<file path="config.mk">
export PLATFORM = sky130hd
export DESIGN_NAME = grid_assemble
export DESIGN_NICKNAME = d
export VERILOG_FILES = /design/src/rtl/grid_assemble.sv
export SDC_FILE = /design/constraint.sdc
export NUM_CORES = 1
export LEC_CHECK = 0
export ABC_AREA = 1
export BUFFER_PORTS_ARGS = -buffer_cell sky130_fd_sc_hd__buf_2
export CORE_UTILIZATION = 30
export CTS_CLUSTER_SIZE = 24
export DETAILED_ROUTE_END_ITERATION = 10
export PLACE_DENSITY_LB_ADDON = 0.25
export SYNTH_ARGS = -nofsm -noshare
export SYNTH_HDL_FRONTEND = slang
export SYNTH_SLANG_ARGS = --single-unit
</file>
<file path="constraint.sdc">
create_clock -name i_clk -period 2.8 [get_ports i_clk]
set_clock_uncertainty 0.15 [all_clocks]
set_input_delay 0.56 -clock i_clk [delete_from_list [all_inputs] [get_ports i_clk]]
set_output_delay 0.56 -clock i_clk [all_outputs]
set_load 0.1 [all_outputs]
</file>
<file path="src/rtl/grid_assemble.sv">
// grid_assemble: rebuilds the N x N board (TILE_W-bit tile codes, row-major) from N processed
// lines delivered one at a time by the line-merge unit, and flags whether the move changed
// the board.
//
// Ports:
//   i_clk, i_rst_n       clock (rising edge), asynchronous active-low reset
//   i_start, i_rc        begin assembly; i_rc=1 lines are rows, 0 lines are columns
//   i_old_grid           pre-move board, latched with i_start
//   i_line_valid/_data   incoming processed line, lines 0..N-1 in order
//   o_line_ready         a line is accepted this cycle when i_line_valid is also high
//   o_grid_out           assembled board, only ever updated with a complete board
//   o_grid_valid         o_grid_out and o_changed are valid; held until i_grid_ack
//   o_changed            o_grid_out differs from the latched old board
//   o_busy               block is not idle
module grid_assemble #(
  parameter int unsigned TILE_W = 3,
  parameter int unsigned N      = 3
) (
  input  logic                      i_clk,
  input  logic                      i_rst_n,
  input  logic                      i_start,
  input  logic                      i_rc,
  input  logic [N*N*TILE_W-1:0]     i_old_grid,
  input  logic                      i_line_valid,
  input  logic [N*TILE_W-1:0]       i_line_data,
  output logic                      o_line_ready,
  output logic [N*N*TILE_W-1:0]     o_grid_out,
  output logic                      o_grid_valid,
  input  logic                      i_grid_ack,
  output logic                      o_changed,
  output logic                      o_busy
);

  localparam int unsigned GRID_W = N * N * TILE_W;
  localparam int unsigned LINE_W = N * TILE_W;
  localparam int unsigned CNT_W  = (N > 1) ? $clog2(N) : 1;
  localparam logic [CNT_W-1:0] LastLine = CNT_W'(N - 1);

  typedef enum logic [1:0] {StIdle, StCollect, StDone} state_t;

  state_t              r_state;
  logic [CNT_W-1:0]    r_cnt;
  logic                r_rc;
  logic [GRID_W-1:0]   r_old;
  logic [GRID_W-1:0]   r_work;
  logic [GRID_W-1:0]   r_grid_out;
  logic                r_line_ready;
  logic                r_grid_valid;
  logic                r_changed;
  logic                r_busy;

  logic                w_accept;
  logic [GRID_W-1:0]   w_grid_wr;

  // r_line_ready is high exactly while collecting, so it doubles as the accept qualifier.
  assign w_accept = r_line_ready && i_line_valid;

  // Working grid with the current line merged in at the position selected by r_cnt.
  always_comb begin
    w_grid_wr = r_work;
    if (r_rc) begin
      w_grid_wr[int'(r_cnt) * LINE_W +: LINE_W] = i_line_data;
    end else begin
      // Column line: its most significant tile belongs to row 0.
      for (int r = 0; r < int'(N); r++) begin
        w_grid_wr[r * LINE_W + int'(r_cnt) * TILE_W +: TILE_W] =
            i_line_data[(int'(N) - 1 - r) * TILE_W +: TILE_W];
      end
    end
  end

  always_ff @(posedge i_clk or negedge i_rst_n) begin
    if (!i_rst_n) begin
      r_state      <= StIdle;
      r_cnt        <= '0;
      r_rc         <= 1'b0;
      r_old        <= '0;
      r_work       <= '0;
      r_grid_out   <= '0;
      r_line_ready <= 1'b0;
      r_grid_valid <= 1'b0;
      r_changed    <= 1'b0;
      r_busy       <= 1'b0;
    end else begin
      unique case (r_state)
        StIdle: begin
          if (i_start) begin
            r_rc         <= i_rc;
            r_old        <= i_old_grid;
            r_cnt        <= '0;
            r_work       <= '0;
            r_line_ready <= 1'b1;
            r_busy       <= 1'b1;
            r_state      <= StCollect;
          end
        end
        StCollect: begin
          if (w_accept) begin
            r_work <= w_grid_wr;
            if (r_cnt == LastLine) begin
              // Publish the whole board at once so o_grid_out never shows a partial board.
              r_grid_out   <= w_grid_wr;
              r_changed    <= (w_grid_wr != r_old);
              r_grid_valid <= 1'b1;
              r_line_ready <= 1'b0;
              r_state      <= StDone;
            end else begin
              r_cnt <= r_cnt + 1'b1;
            end
          end
        end
        StDone: begin
          if (i_grid_ack) begin
            r_grid_valid <= 1'b0;
            r_changed    <= 1'b0;
            r_busy       <= 1'b0;
            r_state      <= StIdle;
          end
        end
        default: begin
          r_state      <= StIdle;
          r_line_ready <= 1'b0;
          r_grid_valid <= 1'b0;
          r_busy       <= 1'b0;
        end
      endcase
    end
  end

  assign o_line_ready = r_line_ready;
  assign o_grid_out   = r_grid_out;
  assign o_grid_valid = r_grid_valid;
  assign o_changed    = r_changed;
  assign o_busy       = r_busy;

endmodule

</file>
==> summary.md <==
| Metric | Value |
|---|---|
| Outcome | `finished with violations` |
| Failing checks | `DRC` |
| Crit Path Max Fanout | `5` |
| Post-route clock period utilization | `95.3%` |
| Nature of the critical path endpoint | `flip-flop` |
| Area contributors post-synth | `dfrtp_1 40%, nand2_1 17%, o21ai_0 7.4%` |
| Maximum clock path buffer count | `2` |
| Final setup fails | `0` |
| FF+latch count, synth | `90` |
| Mapped Area | `5570 um2` |
| Row cnt | `49` |
| Placed Instance Area | `6930 um2` |
| Relative slew slack | `44.7%` |
| Fill cells | `1,924` |
| Post-synth top area share | `between 40% and 50%` |
| Syn Nets | `854` |
| Die width | `138 um` |
| Critical path cell sequence | `inv_6, buf_4, ha_4, inv_1, buf_4, buf_4, nand2_1, o31ai_2, nand2_1, nand2_1, nand3_1, nor2_4, nand3_1, nor2_1, nand2_1, nand2_1, nand2_1` |
| Core area | `18,100 um2` |
| Slowest cell on crit path | `dfrtp_1` |
| Final wirelength | `20.0 mm` |
| Fin util | `41.6%` |
| Highest clock rate | `375 MHz` |
| Required time worst endpoint | `2.87 ns` |
| H-tree depth | `3` |
| IO Port Bufs | `72` |
| Top Family by Delay on Critical Path | `simple AND/OR/NAND/NOR gates` |
| CTS root buf | `clkbuf_16` |
| Setup Crit Path Kind | `reg -> reg` |
| Via density | `4.89` |
| Die Span Y | `roughly 140 um` |
| Total CTS buffers | `9` |
| First-pass GRT wire length | `30.6 mm` |
| Placer Congestion | `0.969` |
| Synthesized area per cell | `6.92 um2` |
| Final nets | `just over 1,000` |
| Startpoint types | `flip-flop` |
| ANT cells | `0` |
| Post-DP HPWL | `14.8 mm` |
| Worst hold slack | `0.0270 ns` |
| CTS clk-pin slew, worst paths | `0.07 ns` |
| Largest net degree at the start of global routing | `91` |
| Drt pass-1 iters | `9` |
| Critical Path Stages | `17` |
| Crit path DAT | `around 2.7 ns` |
| Total Routing Usage GR | `about a fifth` |
| Sequential-to-total area share from yosys stat | `40.5%` |
| Post-route ant nets | `0` |
| Synth unique cells | `36` |
| Initial core utilization | `30.8%` |
| Final hold vios | `0` |
| Number of global-route vias before repair | `about 5,400` |
| Cells after synthesis | `between 800 and 900` |
| Yosys top cell by area | `dfrtp_1` |
| Cts hold-fix bufs | `0` |
| Largest stage delay, worst path | `0.43 ns` |
| Hold Crit Class | `in -> async` |
| DRC Markers | `12` |
| Initial antenna violation count | `0` |
| Pre-CTS setup slack | `-0.184 ns` |
| Post-route cell area | `7530 um2` |
| Crit path buf inv count | `5` |
| Synth Warn # | `0` |
| Starting DRT DRC Count | `422` |
| DR vias | `roughly 6,000` |
| Reg area | `2250 um2` |
| CTS tree | `yes` |
| Max-slew violations | `0` |
| Period minus WS final | `2.67 ns` |
| Total die area | `19,100 um2` |
| Worst Tran Pin Value | `0.828 ns` |
| Ports | `73` |
| Area of the multi-input gates | `2980 um2` |
| Layout cells sized above 1 | `28.7%` |
| Average wire per standard cell | `approximately 17 um` |
| Max Cap Violations | `0` |
| Worst-case reg-to-reg path depth | `17` |
| CP dominant cell by count | `nand2_1` |
| Worst setup margin | `around 0.13 ns` |
| Worst-Skew Late Latency | `0.36 ns` |
| Area growth syn-to-layout | `35.3%` |
| Grt total ovfl | `0` |
| # clock sinks | `90` |
==> through the flow <==
stage	TNS, ns	std cells
3_3_place_gp	-0.172	1186
4_1_cts	0	1202
3_5_place_dp	-0.184	1186
6_report	0	1209
5_1_grt	-0.0146	1209
2_1_floorplan	0	804
==> flip-flops by register name, summed over array words and instances, names as in the netlist <==
| name | flops |
|---|---|
| o_busy | 1 |
| r_old | 27 |
| r_state | 2 |
| r_rc | 1 |
| o_grid_valid | 1 |
| r_work | 27 |
| o_line_ready | 1 |
| o_changed | 1 |
| o_grid_out | 27 |
| r_cnt | 2 |
==> worst paths after layout <==
kind,slack [ns],endpoint,start
worst max-delay path,0.13,o_changed,r_cnt[0]
worst min-delay path,0.03,o_grid_out[9],i_rst_n
worst max register to register,0.13,o_changed,r_cnt[0]
worst min register to register,0.33,o_grid_out[9],o_grid_out[9]
max in group asynchronous,1.98,o_grid_out[8],i_rst_n
min in group i_clk,0.25,r_old[25],i_old_grid[25]
==> per-layer routing <==
metal | track usage (%) | wire, um | part of all wire [%]
met5 | 0 | 0 | 0
met1 | 30.5 | 10000 | 50
met2 | 31.6 | 8620 | 43
met4 | 6.56 | 394 | 2.0
met3 | 3.57 | 912 | 4.6
==> cell families (layout without fill, tap and decap cells) <==
family                   after synthesis  count (layout)  synth area share (%)
AND/OR/NAND/NOR                      411             411                  31.0
buffers and inverters                128             304                  10.0
flip-flops                            90              90                  40.5
adder cells (fa/ha/maj)                8               8                  1.80
XOR/XNOR                               4               4                 0.629
AO/OA/AOI/OAI                        163             163                  16.0
==> layout by cell type, fill, tap and decap left out, drive strengths merged, types with 4 or more instances in the layout <==
cell,instances
a21oi,35
a31oi,5
buf,196
clkbuf,12
dfrtp,90
ha,8
inv,91
nand2,265
nand3,78
nand3b,4
nor2,57
o211ai,5
o21ai,86
o22ai,22
==> cell usage after synthesis <==
cell type  count
clkbuf_1      16
buf_4          6
o211ai_1       5
o31ai_1        3
xnor2_1        1
a22o_1         2
inv_4          2
nand3_4        1
o311ai_0       1
nand3b_1       4
o21ai_0       82
ha_1           8
a21oi_1       35
xor2_1         3
nor2_4         1
nor4_1         1
dfrtp_1       90
inv_6          1
o221ai_1       2
nand2_1      259
nand2_2        4
nor2_1        51
nand2_4        2
inv_1         82
a22oi_1        2
inv_2          6
nand3_1       77
o21ai_1        4
o22ai_1       22
buf_2          7
buf_1          3
a31oi_1        5
buf_6          5
nand4_1        3
nor3_1         3
nor2_2         5
==> repair_timing <==
action | CTS | global route
gates resized for setup | 13 | 62
gates cloned | 0 | 1
setup endpoints to repair | 1 | 1
setup buffers | 0 | 6
pin swaps | 0 | 12
==> area by class of cell <==
type	count	area share (%)
multi-input cells	586	39.5
clock inverters	5	0.399
well taps	229	3.80
flip-flops and latches	90	29.9
clock buffers	11	3.22
inverters	91	4.67
repair buffers	197	18.5
Power is not shown: default switching activity piles up to over one toggle a cycle in this logic, so the estimate is an artifact.
